### src/rtl/convolution_coprocessor_pkg.sv
// Shared types and helpers for the convolution coprocessor add/sub pipeline.
package convolution_coprocessor_pkg;

  // Operation applied uniformly to every lane of a beat.
  typedef enum logic [1:0] {
    OP_SUB     = 2'b00,  // A - B
    OP_ADD     = 2'b01,  // A + B
    OP_ABSDIFF = 2'b10,  // |A - B|
    OP_RSUB    = 2'b11   // B - A
  } addsub_op_e;

  // Width of the container used to hand extended lane values to sat_clip.
  localparam int CLIP_W = 32;

  // Clamp a sign-extended value into the signed range of a width-bit field.
  function automatic logic signed [CLIP_W-1:0] sat_clip(
    input logic signed [CLIP_W-1:0] value,
    input int                       width
  );
    logic signed [CLIP_W-1:0] max_v;
    logic signed [CLIP_W-1:0] min_v;
    max_v = (32'sd1 <<< (width - 1)) - 32'sd1;
    min_v = -max_v - 32'sd1;
    if (value > max_v) begin
      return max_v;
    end else if (value < min_v) begin
      return min_v;
    end
    return value;
  endfunction

endpackage

### src/rtl/convolution_coprocessor_addsub_lane.sv
// One combinational lane: extend, apply op, then saturate or wrap and flag overflow.
module convolution_coprocessor_addsub_lane
  import convolution_coprocessor_pkg::*;
#(
  parameter int DATA_WIDTH = 5,
  parameter bit SAT_EN     = 1'b1
) (
  input  addsub_op_e            op,
  input  logic [DATA_WIDTH-1:0] a,
  input  logic [DATA_WIDTH-1:0] b,
  output logic [DATA_WIDTH-1:0] res,
  output logic                  ovf
);

  // Two guard bits hold every exact result, including |(-2^(W-1)) - (2^(W-1)-1)|.
  localparam int EW = DATA_WIDTH + 2;

  logic signed [EW-1:0]     a_x;
  logic signed [EW-1:0]     b_x;
  logic signed [EW-1:0]     diff_x;
  logic signed [EW-1:0]     exact_x;
  logic signed [CLIP_W-1:0] exact_w;
  logic signed [CLIP_W-1:0] clip_w;

  // Exact arithmetic in the extended width, then range check against the lane width.
  always_comb begin
    a_x    = {{2{a[DATA_WIDTH-1]}}, a};
    b_x    = {{2{b[DATA_WIDTH-1]}}, b};
    diff_x = a_x - b_x;
    case (op)
      OP_SUB:     exact_x = diff_x;
      OP_ADD:     exact_x = a_x + b_x;
      OP_ABSDIFF: exact_x = diff_x[EW-1] ? -diff_x : diff_x;
      OP_RSUB:    exact_x = b_x - a_x;
      default:    exact_x = diff_x;
    endcase
    exact_w = {{(CLIP_W-EW){exact_x[EW-1]}}, exact_x};
    clip_w  = sat_clip(exact_w, DATA_WIDTH);
    ovf     = (clip_w != exact_w);
    res     = SAT_EN ? clip_w[DATA_WIDTH-1:0] : exact_x[DATA_WIDTH-1:0];
  end

endmodule

### src/rtl/convolution_coprocessor_addsub_pipe.sv
// Multi-lane two-stage add/sub/abs-diff pipeline with valid/ready flow and sticky overflow.
module convolution_coprocessor_addsub_pipe
  import convolution_coprocessor_pkg::*;
#(
  parameter int DATA_WIDTH = 5,
  parameter int LANES      = 4,
  parameter bit SAT_EN     = 1'b1
) (
  input  logic                        clk,
  input  logic                        rst_n,
  input  logic                        in_valid,
  output logic                        in_ready,
  input  logic [1:0]                  in_op,
  input  logic [LANES*DATA_WIDTH-1:0] in_a,
  input  logic [LANES*DATA_WIDTH-1:0] in_b,
  output logic                        out_valid,
  input  logic                        out_ready,
  output logic [LANES*DATA_WIDTH-1:0] out_res,
  output logic [LANES-1:0]            out_ovf,
  output logic [LANES-1:0]            ovf_sticky,
  input  logic                        clr_ovf
);

  localparam int VW = LANES * DATA_WIDTH;

  // Handshake: a beat moves across an interface on a rising edge where its
  // valid and ready are both high. A stage may load whenever it is empty or
  // its current beat leaves in the same cycle, so ready is derived from
  // registered valids and out_ready only and never looks at in_valid.

  logic             s1_valid_q, s1_valid_d;
  addsub_op_e       s1_op_q, s1_op_d;
  logic [VW-1:0]    s1_a_q, s1_a_d;
  logic [VW-1:0]    s1_b_q, s1_b_d;
  logic             s2_valid_q, s2_valid_d;
  logic [VW-1:0]    s2_res_q, s2_res_d;
  logic [LANES-1:0] s2_ovf_q, s2_ovf_d;
  logic [LANES-1:0] ovf_sticky_q, ovf_sticky_d;
  logic [VW-1:0]    lane_res;
  logic [LANES-1:0] lane_ovf;
  logic             s2_adv;
  logic             s1_adv;

  // Per-lane arithmetic fed from the S1 registers.
  for (genvar i = 0; i < LANES; i++) begin : g_lane
    convolution_coprocessor_addsub_lane #(
      .DATA_WIDTH (DATA_WIDTH),
      .SAT_EN     (SAT_EN)
    ) u_lane (
      .op  (s1_op_q),
      .a   (s1_a_q[i*DATA_WIDTH +: DATA_WIDTH]),
      .b   (s1_b_q[i*DATA_WIDTH +: DATA_WIDTH]),
      .res (lane_res[i*DATA_WIDTH +: DATA_WIDTH]),
      .ovf (lane_ovf[i])
    );
  end

  // Stage advance conditions.
  always_comb begin
    s2_adv   = !s2_valid_q || out_ready;
    s1_adv   = !s1_valid_q || s2_adv;
    in_ready = s1_adv;
  end

  // Next-state for both stages and the sticky overflow flags.
  always_comb begin
    s1_valid_d   = s1_valid_q;
    s1_op_d      = s1_op_q;
    s1_a_d       = s1_a_q;
    s1_b_d       = s1_b_q;
    s2_valid_d   = s2_valid_q;
    s2_res_d     = s2_res_q;
    s2_ovf_d     = s2_ovf_q;
    ovf_sticky_d = ovf_sticky_q;

    if (s1_adv) begin
      s1_valid_d = in_valid;
      if (in_valid) begin
        s1_op_d = addsub_op_e'(in_op);
        s1_a_d  = in_a;
        s1_b_d  = in_b;
      end
    end

    if (s2_adv) begin
      s2_valid_d = s1_valid_q;
      if (s1_valid_q) begin
        s2_res_d = lane_res;
        s2_ovf_d = lane_ovf;
      end
    end

    // Clear first so a same-cycle overflowing transfer still leaves the flag set.
    if (clr_ovf) begin
      ovf_sticky_d = '0;
    end
    if (s2_valid_q && out_ready) begin
      ovf_sticky_d = ovf_sticky_d | s2_ovf_q;
    end
  end

  // Pipeline and flag registers with synchronous active-low reset.
  always_ff @(posedge clk) begin
    if (!rst_n) begin
      s1_valid_q   <= 1'b0;
      s1_op_q      <= OP_SUB;
      s1_a_q       <= '0;
      s1_b_q       <= '0;
      s2_valid_q   <= 1'b0;
      s2_res_q     <= '0;
      s2_ovf_q     <= '0;
      ovf_sticky_q <= '0;
    end else begin
      s1_valid_q   <= s1_valid_d;
      s1_op_q      <= s1_op_d;
      s1_a_q       <= s1_a_d;
      s1_b_q       <= s1_b_d;
      s2_valid_q   <= s2_valid_d;
      s2_res_q     <= s2_res_d;
      s2_ovf_q     <= s2_ovf_d;
      ovf_sticky_q <= ovf_sticky_d;
    end
  end

  assign out_valid  = s2_valid_q;
  assign out_res    = s2_res_q;
  assign out_ovf    = s2_ovf_q;
  assign ovf_sticky = ovf_sticky_q;

endmodule
### config.mk
export PLATFORM = sky130hd
export DESIGN_NAME = convolution_coprocessor_addsub_pipe
export DESIGN_NICKNAME = d
export VERILOG_FILES = /design/src/rtl/convolution_coprocessor_pkg.sv /design/src/rtl/convolution_coprocessor_addsub_lane.sv /design/src/rtl/convolution_coprocessor_addsub_pipe.sv
export SDC_FILE = /design/constraint.sdc
export NUM_CORES = 1
export LEC_CHECK = 0
export CORE_MARGIN = 10
export CORE_UTILIZATION = 45
export DETAILED_ROUTE_END_ITERATION = 8
export PLACE_DENSITY_LB_ADDON = 0.2
export REMOVE_ABC_BUFFERS = 1
export SETUP_SLACK_MARGIN = 0.1
export SYNTH_ARGS = -nofsm -noshare
export SYNTH_HDL_FRONTEND = slang
export SYNTH_HIERARCHICAL = 1
export SYNTH_SLANG_ARGS = --single-unit
### constraint.sdc
create_clock -name clk -period 3.5 [get_ports clk]
set_input_delay 0.525 -clock clk [delete_from_list [all_inputs] [get_ports clk]]
set_output_delay 0.525 -clock clk [all_outputs]
set_load 0.01 [all_outputs]
==> results of run 1 <==
-- worst paths after layout --
path	end
worst min register to register	out_res[3]
worst max register to register	out_ovf[3]
worst min-delay path	out_res[3]
worst max-delay path	out_ovf[3]
-- critical path, delay by kind of cell (launching register included) --
kind | cells | cell delay [ns]
buffers and inverters | 2 | 0.19
AND/OR/NAND/NOR | 4 | 0.71
adder cells (fa/ha/maj) | 2 | 0.74
multiplexers | 1 | 0.40
flip-flops | 1 | 0.46
AO/OA/AOI/OAI | 3 | 0.41
-- area by class of cell --
type / instances / area [um2] / share of cell area (%)
Timing Repair Buffer: 85 / 851 / 10.5
Clock inverter: 6 / 155 / 1.92
Sequential cell: 72 / 1440 / 17.9
Inverter: 74 / 278 / 3.43
Multi-Input combinational cell: 671 / 4900 / 60.5
Clock buffer: 10 / 229 / 2.83
Tap cell: 188 / 235 / 2.91
-- metrics by stage --
step | setup slack, ns | utilization (%) | area [um2] | total power, W | hold slack [ns]
after floorplan | 0.663 | - | 6610 | 0.00188 | 0.468
after global placement | 0.609 | 50.9 | 7700 | 0.00222 | 0.464
after detailed placement | 0.549 | 50.9 | 7700 | 0.00223 | 0.471
after CTS | 0.496 | 53.4 | 8090 | 0.00347 | 0.479
after global routing | 0.274 | 53.4 | 8090 | 0.00367 | 0.514
final | 0.505 | 53.4 | 8090 | 0.00344 | 0.476
-- layer usage --
| metal | wire [um] | track usage [%] | up-vias |
|---|---|---|---|
| met5 | 0 | 0 | - |
| met4 | 194 | 4.26 | 0 |
| met3 | 780 | 3.94 | 16 |
| met2 | 7350 | 26.0 | 117 |
| met1 | 8210 | 22.0 | 2817 |
| li1 | - | - | 3140 |
-- state kept, by name, indices dropped and copies added, names as in the netlist --
signal      count
s1_op_q         2
out_ovf         4
out_valid       1
ovf_sticky      4
s1_b_q         20
s1_valid_q      1
s1_a_q         20
out_res        20
-- cells in the final DEF (no fill, tap or decap), types with 12 or more instances in the layout --
master	synthesis	layout
nand2_1	116	116
clkdlybuf4s50_1	0	75
inv_1	72	72
dfxtp_1	72	70
ha_1	64	64
mux2i_1	48	48
o21ai_0	48	48
a21oi_1	41	41
nand3_1	37	37
nor2_1	33	33
a21boi_0	22	22
nor3_1	18	18
nor2b_1	15	15
nand2b_1	14	14
xnor2_1	12	12
fa_1	12	12
-- cells by family after synthesis --
kind of cell | after synthesis | share of synthesized area (%)
compound gates | 245 | 25.3
xor+xnor | 17 | 2.36
fa+ha+maj | 76 | 15.0
simple gates | 283 | 20.5
buf+inv | 126 | 8.86
flops | 72 | 20.8
mux | 50 | 7.24
-- power groups by stage --
| stage | Combinational, W | Sequential [W] | Clock [W] |
|---|---|---|---|
| finish | 0.00127 | 0.000953 | 0.00122 |
| global route | 0.00142 | 0.000965 | 0.00128 |
| CTS | 0.00127 | 0.000953 | 0.00125 |
| detailed placement | 0.00126 | 0.000971 | 0 |
| global placement | 0.00126 | 0.000969 | 0 |
| floorplan | 0.000898 | 0.000978 | 0 |
==> impl_results.md, run 1 <==
- Count of unique library cells instantiated by Yosys: 88
- Maximum clock frequency: 0.334 GHz
- Startpoint of the worst-slack reg-to-reg timing path: s1_b_q[16]
- Mean cell area of the mapped netlist: 7.99 um2
- Fraction of power consumed by the clock network: 35.4%
- Most frequent cell after synthesis: nand2_1
- Routed wirelength normalized by instance count: 14.9 um
- LEAKAGE: 3.29 nW
- Die W: 144 um
- Clk Latency, worst-skew pair: 0.35 ns
- Post-synthesis register bit count: 72
- Crit. End Element: register
- Layout area overhead: 16.4%
- Number of filler instances in the final layout: 1425
- Relative slew slack: 29.0%
- Final cycle utilization of the critical path: 85.6%
- Run status: complete, no violations
- Post-CTS setup repair buffer count: 0
- Area contributors post-synth: dfxtp_1 (21%), ha_1 (12%), mux2i_1 (6.9%)
- Setup TNS: 0 ns
- Layout cells sized above 1: 7.30%
- Top-level port count: 77
- Number of antenna violations at the first check in global routing: 0
- Longest Clk Path Bufs: 2
- Post-Synthesis Cell Area: 6950 um2
- Post-synthesis sequential area ratio: 20.8%
- Share of Yosys cell area claimed by the top area cell type: 20.8%
- Final weighted congestion in routability-driven placement: 0.860
- DR DRC count: 0
- Largest net degree at the start of global routing: 115
- Row count: 45
- Antenna Nets Post-Route: 0
- GRT Total Usage: 16.5%
- Asr flop ratio synth: 0%
- First-pass GRT wire length: 28300 um
- Switching power summed over all nets: 0.00115 W
- Synthesized netlist cell count: 869
- Total number of vias: 6090
- Worst setup path class: register to register
- Worst reg2reg path depth: 12
- CP peak stage delay: 0.54 ns
- Post-CTS Hold Fix Bufs: 0
- Proportion of total power due to net switching: 33.4%
- Post-synth top cells: nand2_1 (116), dfxtp_1 (72), inv_1 (72), ha_1 (64)
- Maximum ir drop on the vdd rail: 297 uV
- Portion of total power attributed to sequential cells: 27.7%
- H-tree Lvls: 3
- Hold wc startpoint: out_res[3]
- EDFF count, synth: 0
- Count of placed standard cells in the final layout, fillers left out: 1106
- Cell seen most often among critical-path stages: inv_1
- Unrepaired setup endpoints after global routing: no
- Critical path launch point type: register
- Num Clock Sinks: 72
- Final count of hold timing violations: 0
- Hold Path Class: register to register
- Via count of the first global-routing pass: 5846
- Overflow left after global routing: 0
- Chip Height: 144 um
- Port Buf Inserts: 76
- Clk_skew: 0.00569 ns
- Combinational power share: 36.9%
- Ordered list of cells on the worst path: inv_1 > fa_1 > inv_1 > ha_1 > nand2_1 > a21oi_1 > nor3_2 > mux2_2 > nor3b_4 > o21bai_1 > nand3_1 > a21boi_0
- Number of cells on the worst hold path: 2
- CP startpoint: s1_b_q[16]
- Crit path DAT: 3.26 ns
- Data required time of the worst path: 3.77 ns
- Number of buffers created by CTS: 9
- Total iterations of the first detailed-routing run: 5
- Number of gates resized after cts: 0
- YS warnings: 6
- Clock root buffer master: clkbuf_16
- Max FO, Critical Path: 6
- Final max-slew violation count: 0
- Number of endpoints failing setup at the final stage: 0
- Total internal power: 0.00229 W
- Worst-Margin Slew: 1.07 ns
- Antenna diode count: 0
- Areal power density over the cells: 426 nW/um2
- Die area: 20800 um2
- Fin crit period: 3.00 ns
- Post-DR vias/cell: 5.51
- Number of max-capacitance violations reported: 0
- Slack of the worst reg-to-reg path: 0.50 ns
- Instance count after placement with tap cells included: 1090
- Clk slew on worst S/H paths: 0.06 ns
- Flip-flop cell with the highest count after synthesis: dfxtp_1
- Wire length reported by the detailed router: 16500 um
- Library cell contributing the largest single delay on the critical path: fa_1
- Dpl hpwl: 11900 um
- TritonCTS clock tree: done
- Core outline area: 15100 um2
- Largest area contributor in the netlist: dfxtp_1
- # nets final: 1036
- Initial core utilization: 45.9%
- 1st-iter DRT viols: 460
Power figures use the tool's default switching activity.
==> inputs of run 2 (changes only) <==
- CORE_ASPECT_RATIO: unset -> 2
==> run 2 against run 1 <==
Net effect: clock skew rose by 0.0022 ns; fmax is 0.24% lower; sequential share of layout area shrank 0.12 points; power up 1.9%; critical path type unchanged; critical endpoint is now out_ovf[1].
==> impl_results.md, run 2 (synthesis gave the netlist of run 1 again) <==
- Number of antenna violations at the first check in global routing: 0 (unchanged)
- Maximum ir drop on the vdd rail: 211 uV (was 297 uV)
- Top-level port count: 77 (unchanged)
- Max FO, Critical Path: 6 (unchanged)
- Area of combinational cells with multiple inputs: 4900 um2 (unchanged)
- DR DRC count: 0 (unchanged)
- Final cycle utilization of the critical path: 85.8% (was 85.6%)
- Fin crit period: 3.00 ns (about the same)
- Initial core utilization: 45.6% (was 45.9%)
- Worst setup path class: register to register (unchanged)
- Chip Height: 196 um (was 144 um)
- Clk slew on worst S/H paths: 0.06 ns (about the same)
- Total number of vias: 6214 (was 6090)
- Overflow left after global routing: 0 (unchanged)
- H-tree Lvls: 3 (unchanged)
- RR Endpoint: out_ovf[1] (was out_ovf[3])
- Number of max-capacitance violations reported: 0 (unchanged)
- Clock root buffer master: clkbuf_16 (unchanged)
- First-pass GRT wire length: 30800 um (was 28300 um)
- Worst-Margin Slew: 0.714 ns (was 1.07 ns)
- Run status: complete, no violations (unchanged)
- Num Clock Sinks: 72 (unchanged)
- Number of buffers created by CTS: 9 (unchanged)
- Area post-placement: 7740 um2 (was 7700 um2)
- Final design area excluding fillers: 8140 um2 (was 8090 um2)
- Layout cells sized above 1: 7.91% (was 7.30%)
- Post-CTS setup repair buffer count: 0 (unchanged)
- Clk Latency, worst-skew pair: 0.34 ns (was 0.35 ns)
- 1st-iter DRT viols: 190 (was 460)
- Antenna Nets Post-Route: 0 (unchanged)
- Register area: 1440 um2 (unchanged)
- Final count of hold timing violations: 0 (unchanged)
- Antenna diode count: 0 (unchanged)
- Final max-slew violation count: 0 (unchanged)
- CP peak stage delay: 0.54 ns (about the same)
- Longest Clk Path Bufs: 2 (unchanged)
- Critical path launch point type: register (unchanged)
- TritonCTS clock tree: done (unchanged)
- Most common library cell in the layout ignoring fill and taps: nand2_1 (unchanged)
- Routed wirelength normalized by instance count: 16.4 um (was 14.9 um)
- Die W: 108 um (was 144 um)
- CP startpoint: s1_b_q[6] (was s1_b_q[16])
- Layout area overhead: 17.3% (was 16.4%)
- Areal power density over the cells: 431 nW/um2 (was 426 nW/um2)
- Maximum clock frequency: 0.333 GHz (was 0.334 GHz)
- Number of endpoints failing setup at the final stage: 0 (unchanged)
- Final Power: 0.00351 W (was 0.00344 W)
- Post-DR vias/cell: 5.54 (was 5.51)
- Largest net degree at the start of global routing: 59 (was 115)
- Slack of the worst reg-to-reg path: 0.50 ns (about the same)
- Crit. End Element: register (unchanged)
- Wire length reported by the detailed router: 18400 um (was 16500 um)
- Setup TNS: 0 ns (unchanged)
- Total iterations of the first detailed-routing run: 4 (was 5)
- Post-CTS Hold Fix Bufs: 0 (unchanged)
- Port Buf Inserts: 76 (unchanged)
- Worst reg2reg path depth: 12 (unchanged)
- End of the critical path: out_ovf[1] (was out_ovf[3])
- Core outline area: 15200 um2 (was 15100 um2)
- GRT Total Usage: 17.7% (was 16.5%)
- Most used cells in the layout excluding fill and tap cells: nand2_1 (116), clkdlybuf4s50_1 (75), inv_1 (72) (unchanged)
- Final weighted congestion in routability-driven placement: 0.923 (was 0.860)
- Data required time of the worst path: 3.77 ns (about the same)
- Relative slew slack: 52.3% (was 29.0%)
- Via count of the first global-routing pass: 6405 (was 5846)
- Library cell contributing the largest single delay on the critical path: fa_1 (unchanged)
- # nets final: 1041 (was 1036)
- Row count: 64 (was 45)
- Cell seen most often among critical-path stages: inv_1 (unchanged)
- Clk_skew: 0.00787 ns (was 0.00569 ns)
- LEAKAGE: 3.31 nW (was 3.29 nW)
- Hold Path Class: register to register (unchanged)
- Ordered list of cells on the worst path: inv_1 > fa_1 > inv_1 > ha_1 > nand2_1 > a21oi_1 > nor3_2 > mux2_2 > nor3b_4 > o21bai_1 > nand3_1 > a21boi_0 (unchanged)
- Unrepaired setup endpoints after global routing: no (unchanged)
- Die area: 21100 um2 (was 20800 um2)
- Dpl hpwl: 14000 um (was 11900 um)
- Number of filler instances in the final layout: 1516 (was 1425)
- Startpoint of the worst-slack reg-to-reg timing path: s1_b_q[6] (was s1_b_q[16])
- Number of gates resized after cts: 0 (unchanged)
- Crit path DAT: 3.27 ns (was 3.26 ns)
-- run 2: metal layers --
layer | track usage, % | share of wire [%] | up-vias
met3 | 2.33 | 2.6 | 42
met5 | 0 | 0 | -
met1 | 18.1 | 38 | 2926
met2 | 33.3 | 55 | 106
met4 | 9.30 | 3.8 | 0
li1 | - | - | 3140
-- run 2: report_power, final --
part           total, W  internal (W)  switching [W]
clock network   0.00126      0.000881       0.000382
logic           0.00129      0.000573       0.000721
registers      0.000954      0.000883      0.0000713
total           0.00351       0.00234        0.00117
-- run 2: cell type report --
type / instances / area share (%)
clock inverters: 5 / 1.84
well taps: 198 / 3.04
repair buffers: 90 / 10.8
flip-flops and latches: 72 / 17.7
multi-input cells: 671 / 60.1
clock buffers: 11 / 3.10
inverters: 74 / 3.41
-- run 2: metrics by stage --
stage | std cells | utilization (%) | hold slack (ns) | setup slack [ns]
2_1_floorplan | 817 | - | 0.468 | 0.663
3_3_place_gp | 1105 | 50.9 | 0.462 | 0.592
3_5_place_dp | 1105 | 50.9 | 0.464 | 0.504
4_1_cts | 1121 | 53.5 | 0.472 | 0.477
5_1_grt | 1121 | 53.5 | 0.493 | 0.192
6_report | 1121 | 53.5 | 0.471 | 0.498
-- run 2: critical path, delay by kind of cell (launching register included) --
| kind | cells | cell delay [ns] |
|---|---|---|
| mux | 1 | 0.39 |
| compound gates | 3 | 0.41 |
| fa+ha+maj | 2 | 0.75 |
| buf+inv | 2 | 0.19 |
| flops | 1 | 0.47 |
| simple gates | 4 | 0.72 |
-- run 2: worst min-delay path by stage --
stage | depth (start not counted) | slack [ns] | endpoint | start
after floorplan | 2 | 0.47 | s1_b_q[0] | s1_b_q[0]
after global placement | 2 | 0.46 | out_res[16] | out_res[16]
after detailed placement | 2 | 0.46 | out_res[8] | out_res[8]
after CTS | 2 | 0.47 | out_res[8] | out_res[8]
after global routing | 2 | 0.49 | out_res[16] | out_res[16]
final | 2 | 0.47 | out_res[16] | out_res[16]
==> RTL change, RTL diff (settings of run 2) <==
Register the output `out_ovf` once more; this adds one clock of latency there. The other outputs are not delayed to match.
--- a/src/rtl/convolution_coprocessor_addsub_pipe.sv
+++ b/src/rtl/convolution_coprocessor_addsub_pipe.sv
@@ -125,5 +125,7 @@
   assign out_valid  = s2_valid_q;
   assign out_res    = s2_res_q;
-  assign out_ovf    = s2_ovf_q;
+  always_ff @(posedge clk) begin
+    out_ovf <= s2_ovf_q;
+  end
   assign ovf_sticky = ovf_sticky_q;
 
Function: changed (a bounded check fails within 4 cycles, from zero or initial values and one cycle with rst_n low).
==> RTL change against run 2 <==
- sequential cell count rose by 4
- design area increased by 0.28%
- setup slack worse by 0.0025 ns
- clock skew is 0.00097 ns higher
- total power is 1.4% lower
- non-clock buffer count fell by 1
- wire length rose by 2.5%
- global-route usage about the same
- die area grew 0.99%
- area after synthesis grew 1.2%
- critical path type unchanged
- critical endpoint is now s2_ovf_q[3]
==> RTL change: results (changes against run 2) <==
* Clk pin slew, worst setup/hold paths at 0.06 ns (about the same)
* Top layer reached by signal wires: met4 (unchanged)
* Post-CTS Setup Inserts at 0 (unchanged)
* DR WL met2 at 11000 um (was 10200 um)
* Met3 WL at 478 um (was 479 um)
* Global Route Usage Sum at 17.7% (about the same)
* Post-cts sizing count at 0 (unchanged)
* Clock buffer depth at 2 (unchanged)
* Synth warn at 6 (unchanged)
* Cell count of the worst reg-to-reg path at 12 (unchanged)
* Synth area leaders: dfxtp_1 22%, ha_1 11%, mux2i_1 6.8% (was dfxtp_1 21%, ha_1 12%, mux2i_1 6.9%)
* Asr flop ratio synth at 0% (unchanged)
* Slew Limit Headroom at 48.7% (was 52.3%)
* CP Data Arrival Time at 3.28 ns (was 3.27 ns)
* Final weighted congestion in routability-driven placement at 0.903 (was 0.923)
* Largest net degree at the start of global routing at 73 (was 59)
* Inserted Clock Buffers at 9 (unchanged)
* Distinct cell type count after synthesis at 88 (unchanged)
* Worst hold path stage count at 0 (was 2)
* ANT cells at 0 (unchanged)
* Maximum VDD drop at 0.000245 V (was 0.000211 V)
* DR pass1 iterations at 6 (was 4)
* Run status: finished clean (unchanged)
* Synth cell count leaders: 116 x nand2_1, 76 x dfxtp_1, 72 x inv_1 (was 116 x nand2_1, 72 x dfxtp_1, 72 x inv_1)
* CTS root buf: clkbuf_16 (unchanged)
* Nets@finish at 1044 (was 1041)
* P_int at 2.27 mW (was 2.34 mW)
* Via count at 6285 (was 6214)
* Port Buffers at 76 (unchanged)
* Depth of the CTS H-tree at 3 (unchanged)
* Leakage at 3.32 nW (was 3.31 nW)
* Hold/Removal Path Class: register to register (unchanged)
* Fraction of layout cells with a size suffix above 1 at 7.67% (was 7.91%)
* Number of fill cells at 1448 (was 1516)
* First-pass GRT wire length at 30600 um (was 30800 um)
* 1st-iter DRT viols at 157 (was 190)
* Clk_skew at 0.00884 ns (was 0.00787 ns)
* Clock latency on the worst-skew pair at about 0.35 ns
* Post-detail-place hpwl at 14700 um (was 14000 um)
* Routed wire length at 18800 um (was 18400 um)
* Sequential element share of the synthesized area at 21.7% (was 20.8%)
* M1 WL at 6520 um (was 7020 um)
## RTL change: power groups by stage
| stage | Combinational (mW) | Sequential (mW) | Clock (mW) |
|---|---|---|---|
| 3_3_place_gp | 1.27 | 1.03 | 0 |
| 2_1_floorplan | 0.898 | 1.03 | 0 |
| 6_report | 1.29 | 1.01 | 1.16 |
| 3_5_place_dp | 1.28 | 1.03 | 0 |
| 5_1_grt | 1.43 | 1.02 | 1.22 |
| 4_1_cts | 1.29 | 1.01 | 1.19 |
## RTL change: layer usage
| metal | global-route usage [%] | vias to the layer above |
|---|---|---|
| li1 | - | 3151 |
| met5 | 0 | - |
| met3 | 2.09 | 51 |
| met4 | 9.62 | 0 |
| met2 | 35.7 | 117 |
| met1 | 16.1 | 2966 |
## RTL change: kinds of logic after synthesis
family	count (synthesis)	share of synthesized area (%)
compound gates	245	25.0
xor+xnor	17	2.33
fa+ha+maj	76	14.8
buf+inv	126	8.76
flops	76	21.7
mux	50	7.16
simple gates	283	20.2
## RTL change: final timing paths
| kind | endpoint | start | slack (ns) |
|---|---|---|---|
| max | s2_ovf_q[3] | s1_b_q[16] | 0.50 |
| min | out_ovf[2] | s2_ovf_q[2] | 0.38 |
| max reg2reg | s2_ovf_q[3] | s1_b_q[16] | 0.50 |
| min reg2reg | out_ovf[2] | s2_ovf_q[2] | 0.38 |
## RTL change: metrics by stage
| stage | hold slack (ns) | std cells | cell area, um^2 | setup slack [ns] |
|---|---|---|---|---|
| 6_report | 0.376 | 1124 | 8170 | 0.495 |
| 2_1_floorplan | 0.345 | 821 | 6690 | 0.663 |
| 3_5_place_dp | 0.375 | 1108 | 7800 | 0.533 |
| 5_1_grt | 0.391 | 1124 | 8170 | 0.135 |
| 4_1_cts | 0.383 | 1124 | 8170 | 0.479 |
| 3_3_place_gp | 0.372 | 1108 | 7800 | 0.524 |
## RTL change: worst max-delay path: stages (launching register included)
cell and delay, ns:
dfxtp_1 0.46, inv_1 0.12, fa_1 0.54, inv_1 0.06
ha_1 0.21, nand2_1 0.12, a21oi_1 0.10, nor3_2 0.26
mux2_2 0.39, nor3b_4 0.27, o21bai_1 0.15, nand3_1 0.07
a21boi_0 0.16
## RTL change: area by class of cell
cell class                      instances  share of cell area (%)
Multi-Input combinational cell        671                    60.0
Sequential cell                        76                    18.7
Timing Repair Buffer                   89                    10.5
Inverter                               74                    3.40
Tap cell                              198                    3.03
Clock buffer                           10                    2.80
Clock inverter                          6                    1.67
